[src/rtl/mc_pkg.sv]
// rtl/mc_pkg.sv - state encodings, opcodes, select constants and control word for mc_controller (MC_ADDI_EN)
package mc_pkg;

   // FSM state encodings
   localparam logic [3:0] S_FETCH   = 4'd0;
   localparam logic [3:0] S_DECODE  = 4'd1;
   localparam logic [3:0] S_MEMADR  = 4'd2;
   localparam logic [3:0] S_MEMRD   = 4'd3;
   localparam logic [3:0] S_MEMWB   = 4'd4;
   localparam logic [3:0] S_MEMWR   = 4'd5;
   localparam logic [3:0] S_RTYPEEX = 4'd6;
   localparam logic [3:0] S_RTYPEWB = 4'd7;
   localparam logic [3:0] S_BEQEX   = 4'd8;
   localparam logic [3:0] S_ADDIEX  = 4'd9;
   localparam logic [3:0] S_ADDIWB  = 4'd10;
   localparam logic [3:0] S_JEX     = 4'd11;

   // Opcodes
   localparam logic [5:0] OP_RTYPE = 6'b000000;
   localparam logic [5:0] OP_LW    = 6'b100011;
   localparam logic [5:0] OP_SW    = 6'b101011;
   localparam logic [5:0] OP_BEQ   = 6'b000100;
   localparam logic [5:0] OP_ADDI  = 6'b001000;
   localparam logic [5:0] OP_J     = 6'b000010;

   // ALU decoder request
   localparam logic [1:0] ALUOP_ADD   = 2'b00;
   localparam logic [1:0] ALUOP_SUB   = 2'b01;
   localparam logic [1:0] ALUOP_FUNCT = 2'b10;

   // ALU B operand selects
   localparam logic [1:0] SRCB_RT    = 2'b00;
   localparam logic [1:0] SRCB_FOUR  = 2'b01;
   localparam logic [1:0] SRCB_IMM   = 2'b10;
   localparam logic [1:0] SRCB_IMMSH = 2'b11;

   // PC source selects
   localparam logic [1:0] PCSRC_ALU    = 2'b00;
   localparam logic [1:0] PCSRC_ALUOUT = 2'b01;
   localparam logic [1:0] PCSRC_JUMP   = 2'b10;

   // Raw per-state control word, before memready/zero/reset gating
   typedef struct packed {
      logic       pcwrite;
      logic       branch;
      logic       irwrite;
      logic       memwrite;
      logic       regwrite;
      logic       iord;
      logic       alusrca;
      logic [1:0] alusrcb;
      logic       regdst;
      logic       memtoreg;
      logic [1:0] pcsrc;
      logic [1:0] aluop;
   } ctrl_t;

   // DECODE dispatch; FETCH as the result marks an unrecognised opcode
   function automatic logic [3:0] decode_dispatch(input logic [5:0] op);
      logic [3:0] nxt;
      case (op)
         OP_LW, OP_SW: nxt = S_MEMADR;
         OP_RTYPE:     nxt = S_RTYPEEX;
         OP_BEQ:       nxt = S_BEQEX;
         OP_J:         nxt = S_JEX;
`ifdef MC_ADDI_EN
         OP_ADDI:      nxt = S_ADDIEX;
`endif
         default:      nxt = S_FETCH;
      endcase
      return nxt;
   endfunction

endpackage

[src/rtl/mc_outdec.sv]
// rtl/mc_outdec.sv - combinational state to control-word decode (MC_ADDI_EN adds ADDIEX/ADDIWB)
module mc_outdec
   import mc_pkg::*;
(
   input  logic [3:0] i_state,
   output ctrl_t      o_ctrl
);

   // Moore decode: every control defaults to 0, each state raises only its own
   always_comb begin
      o_ctrl = '0;
      case (i_state)
         S_FETCH: begin
            o_ctrl.alusrcb = SRCB_FOUR;
            o_ctrl.irwrite = 1'b1;
            o_ctrl.pcwrite = 1'b1;
         end
         S_DECODE: o_ctrl.alusrcb = SRCB_IMMSH;
         S_MEMADR: begin
            o_ctrl.alusrca = 1'b1;
            o_ctrl.alusrcb = SRCB_IMM;
         end
         S_MEMRD: o_ctrl.iord = 1'b1;
         S_MEMWB: begin
            o_ctrl.memtoreg = 1'b1;
            o_ctrl.regwrite = 1'b1;
         end
         S_MEMWR: begin
            o_ctrl.iord     = 1'b1;
            o_ctrl.memwrite = 1'b1;
         end
         S_RTYPEEX: begin
            o_ctrl.alusrca = 1'b1;
            o_ctrl.aluop   = ALUOP_FUNCT;
         end
         S_RTYPEWB: begin
            o_ctrl.regdst   = 1'b1;
            o_ctrl.regwrite = 1'b1;
         end
         S_BEQEX: begin
            o_ctrl.alusrca = 1'b1;
            o_ctrl.aluop   = ALUOP_SUB;
            o_ctrl.pcsrc   = PCSRC_ALUOUT;
            o_ctrl.branch  = 1'b1;
         end
`ifdef MC_ADDI_EN
         S_ADDIEX: begin
            o_ctrl.alusrca = 1'b1;
            o_ctrl.alusrcb = SRCB_IMM;
         end
         S_ADDIWB: o_ctrl.regwrite = 1'b1;
`endif
         S_JEX: begin
            o_ctrl.pcsrc   = PCSRC_JUMP;
            o_ctrl.pcwrite = 1'b1;
         end
         default: o_ctrl = '0;
      endcase
   end

endmodule

[src/rtl/mc_controller.sv]
// rtl/mc_controller.sv - multicycle MIPS main control FSM (MC_ADDI_EN enables addi states)
module mc_controller
   import mc_pkg::*;
#(
   parameter int STATE_W = 4
) (
   input  logic               clk,
   input  logic               reset,
   input  logic [5:0]         op,
   input  logic               zero,
   input  logic               memready,
   output logic               pcen,
   output logic               irwrite,
   output logic               memwrite,
   output logic               regwrite,
   output logic               iord,
   output logic               alusrca,
   output logic [1:0]         alusrcb,
   output logic               regdst,
   output logic               memtoreg,
   output logic [1:0]         pcsrc,
   output logic [1:0]         aluop,
   output logic               illegal,
   output logic [STATE_W-1:0] state_o
);

   logic [STATE_W-1:0] r_state;
   logic [STATE_W-1:0] w_next;
   logic [3:0]         w_dispatch;
   logic               w_pcwrite;
   ctrl_t              w_ctrl;

   mc_outdec u_outdec (
      .i_state (r_state),
      .o_ctrl  (w_ctrl)
   );

   assign w_dispatch = decode_dispatch(op);

   // Next-state: memory states wait on memready, everything else advances unconditionally
   always_comb begin
      w_next = S_FETCH;
      case (r_state)
         S_FETCH:   w_next = memready ? S_DECODE : S_FETCH;
         S_DECODE:  w_next = w_dispatch;
         S_MEMADR:  w_next = (op == OP_SW) ? S_MEMWR : S_MEMRD;
         S_MEMRD:   w_next = memready ? S_MEMWB : S_MEMRD;
         S_MEMWB:   w_next = S_FETCH;
         S_MEMWR:   w_next = memready ? S_FETCH : S_MEMWR;
         S_RTYPEEX: w_next = S_RTYPEWB;
         S_RTYPEWB: w_next = S_FETCH;
         S_BEQEX:   w_next = S_FETCH;
`ifdef MC_ADDI_EN
         S_ADDIEX:  w_next = S_ADDIWB;
         S_ADDIWB:  w_next = S_FETCH;
`endif
         S_JEX:     w_next = S_FETCH;
         default:   w_next = S_FETCH;
      endcase
   end

   // State register; reset aborts any instruction in flight
   always_ff @(posedge clk) begin
      if (reset)
         r_state <= S_FETCH;
      else
         r_state <= w_next;
   end

   // The PC only advances out of FETCH once the instruction word has arrived
   assign w_pcwrite = w_ctrl.pcwrite & ((r_state != S_FETCH) | memready);

   // Architectural writes are suppressed while reset is high
   assign pcen     = ~reset & (w_pcwrite | (w_ctrl.branch & zero));
   assign irwrite  = ~reset & w_ctrl.irwrite & memready;
   assign memwrite = ~reset & w_ctrl.memwrite;
   assign regwrite = ~reset & w_ctrl.regwrite;
   assign illegal  = ~reset & (r_state == S_DECODE) & (w_dispatch == S_FETCH);

   assign iord     = w_ctrl.iord;
   assign alusrca  = w_ctrl.alusrca;
   assign alusrcb  = w_ctrl.alusrcb;
   assign regdst   = w_ctrl.regdst;
   assign memtoreg = w_ctrl.memtoreg;
   assign pcsrc    = w_ctrl.pcsrc;
   assign aluop    = w_ctrl.aluop;
   assign state_o  = r_state;

endmodule

[config.mk]
export PLATFORM = sky130hd
export DESIGN_NAME = mc_controller
export DESIGN_NICKNAME = d
export VERILOG_FILES = /design/src/rtl/mc_pkg.sv /design/src/rtl/mc_outdec.sv /design/src/rtl/mc_controller.sv
export SDC_FILE = /design/constraint.sdc
export NUM_CORES = 1
export LEC_CHECK = 0
export CAP_MARGIN = 20
export CORE_UTILIZATION = 36
export DETAILED_ROUTE_END_ITERATION = 12
export GPL_TIMING_DRIVEN = 0
export PLACE_DENSITY = 0.83
export REMOVE_ABC_BUFFERS = 1
export SYNTH_ARGS = -nofsm -noshare
export SYNTH_HDL_FRONTEND = slang
export SYNTH_SLANG_ARGS = --single-unit
[constraint.sdc]
create_clock -name clk -period 1.7 [get_ports clk]
set_input_delay 0.34 -clock clk [delete_from_list [all_inputs] [get_ports clk]]
set_output_delay 0.34 -clock clk [all_outputs]
set_load 0.01 [all_outputs]
* After elaboration in Yosys (flattened, before gate mapping)
Index checks and enable logic that the tools add are counted.
** Cells by class
- Equality and inequality tests :: 13
- Mux-type cells :: 18
- Bitwise gates (word level) :: 12
- Reduce and logical (&&, ||, !) cells :: 9
** Operators by type and width (number)
- $pmux 4 s6 :: 1
- $eq 4x3->1 const B :: 4
- $pmux 4 s4 :: 1
- $eq 6x6->1 const B :: 2
- $mux 1 :: 10
- $and 1x1->1 :: 9
- $mux 3 :: 3
- $eq 4x2->1 const B :: 2
- $eq 4x4->1 const B :: 2
- $logic_not 4->1 :: 2
- $pmux 2 s2 :: 2
- $reduce_or 2->1 :: 4
- $eq 6x2->1 const B :: 1
- $eq 6x3->1 const B :: 1
- $logic_not 6->1 :: 1
- $pmux 2 s3 :: 1
- $eq 4x1->1 const B :: 1
- $reduce_bool 4->1 :: 1
- $reduce_or 3->1 :: 1
- $or 1x1->1 :: 2
- $not 1->1 :: 1
** Storage, ports and cells
- Flip-flop bits (word level) :: 4
- Input bits :: 10
- Output and inout bits :: 19
- Logic and storage cells :: 53

* Logic depth before layout (Yosys ltp)
Gate-level depths: netlist of run 1.
- Depth after elaboration :: 6
- Gate-level depth with buffers :: 5
- Gate-level depth less buffers :: 4

* By module
From an unflattened synthesis of run 1, not the netlist that was laid out.
** Second synthesis, totals
- Cell total of the unflattened synthesis :: 66
- Area total of the unflattened synthesis :: 534.3 µm²
** By module, submodules not included
- mc_controller :: instances 1, cells an instance 41, area each 325.3 µm²
- mc_outdec :: instances 1, cells an instance 25, area each 209.0 µm²

* Worst setup path before layout of run 1
Ideal clock, no wire load.
- Path kind :: reg2out
- Start point :: reg r_state[0], in the netlist state_o[0]
- End point :: out illegal
- Arrival time :: 1.208 ns
- Data required time :: 1.360 ns
- Path slack :: 0.152 ns
- Stages on the path, launching flop included :: 6
- Buffers on the path :: 1
- Cell sequence :: dfxtp_1 buf_4 nor2b_4 nor3b_2 nand2b_1 nor3_2
** Between the ends
- Longest elaborated chain between the ends :: 3
** RTL lines
- from (decl) :: RTL line mc_controller.sv:27 : logic [STATE_W-1:0] r_state;
- from (signal assigned) :: RTL line mc_controller.sv:67 : r_state <= w_next;
- $eq 4x1->1 :: RTL line mc_controller.sv:78 : assign illegal = ~reset & (r_state == S_DECODE) & (w_dispatch == S_FETCH);
- $and 1x1->1 (2 in series) :: RTL line mc_controller.sv:78
- to (decl) :: RTL line mc_controller.sv:23 : output logic illegal,
No other way between the ends.

* Worst setup path after layout of run 1
- Start point :: in op[3]
- End point :: out illegal
** Between the ends
- Longest elaborated chain between the ends :: 5
** RTL lines
- from (decl) :: RTL line mc_controller.sv:9 : input logic [5:0] op,
- $eq 6x6->1 :: RTL line mc_pkg.sv:61 : case (op)
- $reduce_or 2->1 :: RTL line mc_pkg.sv:61
- $pmux 4 s4 * :: RTL line mc_pkg.sv:61
- $logic_not 4->1 * :: RTL line mc_controller.sv:78
- $and 1x1->1 * :: RTL line mc_controller.sv:78
Every way passes the cells marked *; elsewhere a longest branch is shown, timed or not.

==> reports/metrics.csv, run 1 <==
stage;metric;value;unit
detailed_routing;DRT Pass-1 Iters;4;
placement;IO Port Bufs;28;
global_route;Global Route Usage Sum;0.196;
worst_setup_path;Critical-path top delay cell;or3_4;
timing;Pins Over Slew Limit;0;
final_layout;Fill cells;113;
yosys;yosys synthesis warning count;0;
clock_tree;total CTS buffers;3;
timing;setup_tns;-0.0389;ns
detailed_routing;Final ANT Viol Nets;0;
clock_tree;CTS tree;built;
timing;period utilization;1.02;
worst_setup_path;cell family with most CP delay;simple AND/OR/NAND/NOR gates;
hold_path;min-delay src;op[4];
yosys;#FFs+latches synth;4;
pwr;PD cells;356;nW/um2
clock_tree;clk_lat worst skew;0.25;ns
worst_setup_path;CP peak stage delay;0.41;ns
yosys;top cells by area, synth;dfxtp_1 16%, nor3_1 9.0%, nor2_1 6.8%, nor3b_1 6.0%, xnor2_1 5.3%;
final_layout;n_diodes;0;
clock_tree;clk buf depth;2;
clock_tree;Worst-path clk slew;0.04;ns
detailed_routing;# DRC;0;
worst_setup_path;crit end category;output port;
die;die height;39.2;um
hold_path;Worst Hold Depth;3;
outcome;failing checks;negative setup slack;
worst_setup_path;CP Launch Point;op[3];
yosys;register area share after synthesis;0.160;
flow_run;MaxCap Viol Count;0;
clock_tree;H-tree Lvls;1;
detailed_routing;Wirelength per Cell;13.9;um
pwr;Final Total Pwr;327;uW
worst_setup_path;Crit path depth;5;
worst_setup_path;Startpoint Class;input port;
die;chip width;39.2;um
yosys;fraction of registers with async set/reset;0;
yosys;Netlist cell types;29;
placement;Placer Congestion;0.710;
global_route;initial antenna violation count;0;
final_layout;max FFs per register;4;
clock_tree;Root Driver;clkbuf_4;
timing;Final WS setup;-0.0389;ns
pwr;Leak Pwr;0.443;nW
global_route;largest net degree at the start of global routing;17;
yosys;synthesized area per cell;7.34;um2
yosys;most used flip-flop cell after synthesis;dfxtp_1;
clock_tree;clk sinks;4;
detailed_routing;initial drt markers;21;
worst_setup_path;Buf+Inv Stages, Crit Path;2;
yosys;Syn Inst Count;68;
yosys;cell taking the most area after synthesis;dfxtp_1;
worst_setup_path;WP data required;1.36;ns
outcome;status;complete, but fails checks;
yosys;top cell type's share of synthesized area;0.160;
yosys;commonest cells in the netlist;9 x nor2_1, 9 x nor3_1, 4 x dfxtp_1, 4 x nor2b_1, 4 x nor3b_1;
final_layout;share of layout cells above drive strength 1;0.407;
worst_setup_path;RR Startpoint;state_o[2];
die;total die area;1540;um2
die;Ports;29;
hold_path;Worst Hold Class;in -> reg;
worst_setup_path;crit-path cells;dlygate4sd2_1 > or3_4 > a21boi_2 > nor3_2 > buf_2;
placement;Final HPWL DP;888;um
worst_setup_path;Max Fanout on Critical Path;3;
timing;fmax;575;MHz
pwr;Max rail drop VDD;0.321;mV
yosys;Post-Syn Area;499;um2
global_route;first-pass GRT wire length;2.04;mm
final_layout;area delta synth->final;83.7;%
final_layout;register area;95.1;um2
worst_setup_path;CP Class;in -> out;
global_route;vias in the first global route;479;
timing;final hold vios;0;
yosys;number of synthesized flops with an enable pin;0;
timing;Final Skew;0.0124;ns
worst_setup_path;reg2reg path depth;5;
die;Initial Util;0.384;
timing;Setup Viol. Count Final;1;
worst_setup_path;Worst Path Arrival;1.40;ns
final_layout;fin nets;120;
timing;Tmin final;1.74;ns
detailed_routing;via density per instance;5.61;
timing;RSZ-0062 raised after global routing;true;
die;row count;13;
timing;Slew HR;0.805;
die;CORE AREA;1300;um2
detailed_routing;final wirelength;1.71;mm
global_route;grt total ovfl;0;
placement;Post-Place Setup Slack;-0.628;ns
timing;actual slew at the worst max-slew pin;0.291;ns
timing;worst hold slack;0.475;ns
final_layout;Multi-input gate area;430;um2
detailed_routing;via count;690;
-- worst paths after layout --
kind	to	slack, ns
worst max-delay path	illegal	-0.04
worst min-delay path	state_o[3]	0.47
worst max register to register	state_o[2]	0.36
worst min register to register	state_o[1]	0.64
-- through the flow --
stage	util	instance area, um2	instances
after detailed placement	0.586	762	105
after global placement	0.586	762	105
after global routing	0.705	917	123
final	0.705	917	123
after CTS	0.638	831	113
after floorplan	-	463	62
-- worst register-to-register path: stages (launching register included) --
cell and delay [ns]:
dfxtp_4 0.42, buf_4 0.17, nor2b_1 0.14, o22ai_1 0.10, a211o_1 0.27, a21oi_1 0.14
-- cells in the final DEF, fill, tap and decap left out, types with 4 or more instances in the layout --
cell type / count
nor3_1: 7
clkbuf_2: 6
nor3b_1: 4
dfxtp_4: 4
dlymetal6s2s_1: 5
nor2_1: 7
dlygate4sd2_1: 10
buf_4: 14
-- cell type report --
class	count	area share
clock buffers	3	0.0246
well taps	15	0.0205
multi-input cells	58	0.469
repair buffers	43	0.382
flip-flops and latches	4	0.104
-- logic make-up after synthesis --
group	count (synthesis)	share of synthesized area
and+or+nand+nor	42	0.516
AOI/OAI and AO/OA	11	0.158
buffers and inverters	6	0.0727
DFF	4	0.160
xor gates and xnor gates	3	0.0526
muxes	2	0.0401
-- what timing repair did --
item	4_1_cts	5_1_grt
hold buffers	0	0
pin swaps	2	5
hold endpoints to repair	0	0
cloned	0	0
gates resized for setup	41	25
setup buffers	5	10
endpoints found under the setup margin	19	7
-- layer usage --
metal / track usage / vias up / routed length (um)
li1: - / 330 / -
met1: 0.212 / 330 / 730
met2: 0.379 / 25 / 874
met3: 0.0173 / 5 / 70
met4: 0.0776 / 0 / 38
met5: 0 / - / 0
-- report_power, final --
part	internal, mW	switching, mW	total, mW
Clock	0.0793	0.0454	0.125
Combinational	0.0565	0.0507	0.107
Sequential	0.0914	0.00336	0.0947
Total	0.227	0.0995	0.327
Note: power is estimated with default switching activity, not from simulation.
==> run 2, diff against run 1 <==
--- a/config.mk
+++ b/config.mk
@@ -9,7 +9,7 @@
 export CORE_UTILIZATION = 36
 export DETAILED_ROUTE_END_ITERATION = 12
 export GPL_TIMING_DRIVEN = 0
-export PLACE_DENSITY = 0.83
+export PLACE_DENSITY = 0.88
 export REMOVE_ABC_BUFFERS = 1
 export SYNTH_ARGS = -nofsm -noshare
 export SYNTH_HDL_FRONTEND = slang
==> run 2 against run 1 <==
Against the previous run:
- the run still ends with negative setup slack left
- first-iteration DRC count did not move
- clock-buffer cell count stayed put
- combinational power increased by 7%
- non-clock buffer count rose by 1
- core utilization up 1.1 points
- clock skew is 0.0099 ns lower
- register-to-register slack about the same
- final cell count rose by 0.81%
- setup slack got worse by 0.023 ns
- sequential share of layout area decreased by 0.15 points
- via count rose by 0.58%
- wire length up 5.1%
- largest cell class unchanged
- highest routed layer unchanged
==> reports/metrics.csv, run 2 (synthesis results as in run 1) <==
stage;metric;value;unit
clock_tree;clk sinks;4;
flow_run;MaxCap Viol Count;0;
clock_tree;CTS tree;built;
global_route;largest net degree at the start of global routing;18;
global_route;vias in the first global route;481;
final_layout;Fill cells;116;
detailed_routing;initial drt markers;21;
placement;Placer Congestion;0.799;
die;total die area;1540;um2
die;Initial Util;0.384;
clock_tree;hold-fix buffers at CTS;0;
final_layout;max FFs per register;4;
timing;final hold vios;0;
hold_path;Worst Hold Class;in -> reg;
pwr;Gate power share;0.349;
worst_setup_path;crit end category;output port;
clock_tree;Root Driver;clkbuf_4;
detailed_routing;Wirelength per Cell;14.5;um
pwr;sw frac;0.296;
die;Ports;29;
global_route;initial antenna violation count;0;
timing;Final WS setup;-0.0621;ns
detailed_routing;DRT Pass-1 Iters;4;
timing;Pins Over Slew Limit;0;
worst_setup_path;Max Fanout on Critical Path;8;
pwr;PD cells;354;nW/um2
clock_tree;H-tree Lvls;1;
detailed_routing;final wirelength;1.80;mm
die;row count;13;
detailed_routing;# DRC;0;
timing;Setup Viol. Count Final;2;
outcome;failing checks;negative setup slack;
clock_tree;Worst-path clk slew;0.04;ns
global_route;Global Route Usage Sum;0.196;
final_layout;most frequent cells in the layout;15 x dlygate4sd2_1, 13 x buf_4, 8 x nor3_1, 8 x nor2_1, 5 x clkbuf_2;
detailed_routing;via count;694;
global_route;first-pass GRT wire length;2.10;mm
clock_tree;clk buf depth;2;
die;CORE AREA;1300;um2
final_layout;n_diodes;0;
clock_tree;total CTS buffers;3;
global_route;grt total ovfl;0;
final_layout;fin nets;121;
detailed_routing;via density per instance;5.60;
final_layout;commonest non-fill, non-tap cell in the layout;dlygate4sd2_1;
final_layout;area delta synth->final;86.5;%
timing;worst hold slack;0.510;ns
die;die height;39.2;um
final_layout;share of layout cells above drive strength 1;0.385;
outcome;status;complete, but fails checks;
timing;Tmin final;1.76;ns
placement;IO Port Bufs;28;
pwr;Internal;232;uW
worst_setup_path;Startpoint Class;flip-flop;
final_layout;Finished Layout Cells;124;
worst_setup_path;CP Class;reg -> out;
timing;period utilization;1.04;
worst_setup_path;WP data required;1.36;ns
pwr;Max rail drop VDD;0.252;mV
placement;Cells after DPL;105;
timing;Final Skew;0.00255;ns
pwr;Final Total Pwr;329;uW
pwr;Leak Pwr;0.431;nW
die;chip width;39.2;um
timing;Slew HR;0.840;
timing;fmax;567;MHz
worst_setup_path;Worst Path Arrival;1.42;ns
clock_tree;clk_lat worst skew;0.23;ns
timing;actual slew at the worst max-slew pin;0.237;ns
pwr;switching power;97.4;uW
detailed_routing;Final ANT Viol Nets;0;
pwr;power share of the clock group;0.358;
placement;Final HPWL DP;917;um
placement;Post-Place Setup Slack;-0.658;ns
pwr;part of the power in registers;0.293;
timing;RSZ-0062 raised after global routing;true;
[run 2: cell count changes in the layout (fill, tap and decap cells not counted), moves of 2 or more]
cell / change
dlymetal6s2s_1: -2
nor2_2: -2
dlygate4sd2_1: +5
clkdlybuf4s15_1: -2
[run 2: power groups by stage]
stage,Sequential (mW),Clock [mW],Combinational (mW)
after floorplan,0.105,0,0.0393
after global placement,0.106,0,0.0862
after detailed placement,0.106,0,0.0890
after CTS,0.100,0.117,0.0893
after global routing,0.0964,0.132,0.123
final,0.0964,0.118,0.115
[run 2: cell type report]
cell class | instances | area, um2 | area share
Timing Repair Buffer | 44 | 352 | 0.378
Clock buffer | 3 | 22.5 | 0.0242
Multi-Input combinational cell | 58 | 443 | 0.476
Sequential cell | 4 | 95.1 | 0.102
Tap cell | 15 | 18.8 | 0.0202
[run 2: metrics by stage]
stage / util / cell area [um2] / setup TNS, ns
2_1_floorplan: - / 463 / -0.0378
3_3_place_gp: 0.586 / 762 / -3.83
3_5_place_dp: 0.586 / 762 / -4.27
4_1_cts: 0.642 / 836 / -0.156
5_1_grt: 0.715 / 931 / -0.316
6_report: 0.715 / 931 / -0.0753
[run 2: what timing repair did]
action,4_1_cts,5_1_grt
gates resized for setup,42,17
setup buffers,4,12
pin swaps,5,3
setup endpoints to repair,19,8
[run 2: layer usage]
layer  GRT usage  vias up  part of all wire
met2       0.346       42              0.54
met5           0        -                 0
met3      0.0578        2             0.061
met4      0.0172        0            0.0083
met1       0.240      320              0.39
li1            -      330                 -
[run 2: path summary, 6_finish.rpt]
| path | start | cells after the start | to | slack (ns) |
|---|---|---|---|---|
| setup / recovery | state_o[1] | 5 | irwrite | -0.06 |
| hold / removal | op[1] | 3 | state_o[0] | 0.51 |
| setup reg to reg | state_o[2] | 5 | state_o[2] | 0.37 |
| hold reg to reg | state_o[3] | 3 | state_o[3] | 0.66 |
[run 2: critical path, stage by stage, from the launching register on]
cell,delay (ns)
dfxtp_4,0.38
buf_2,0.17
nor2_1,0.17
nand3b_1,0.12
nor3_1,0.17
clkbuf_2,0.17
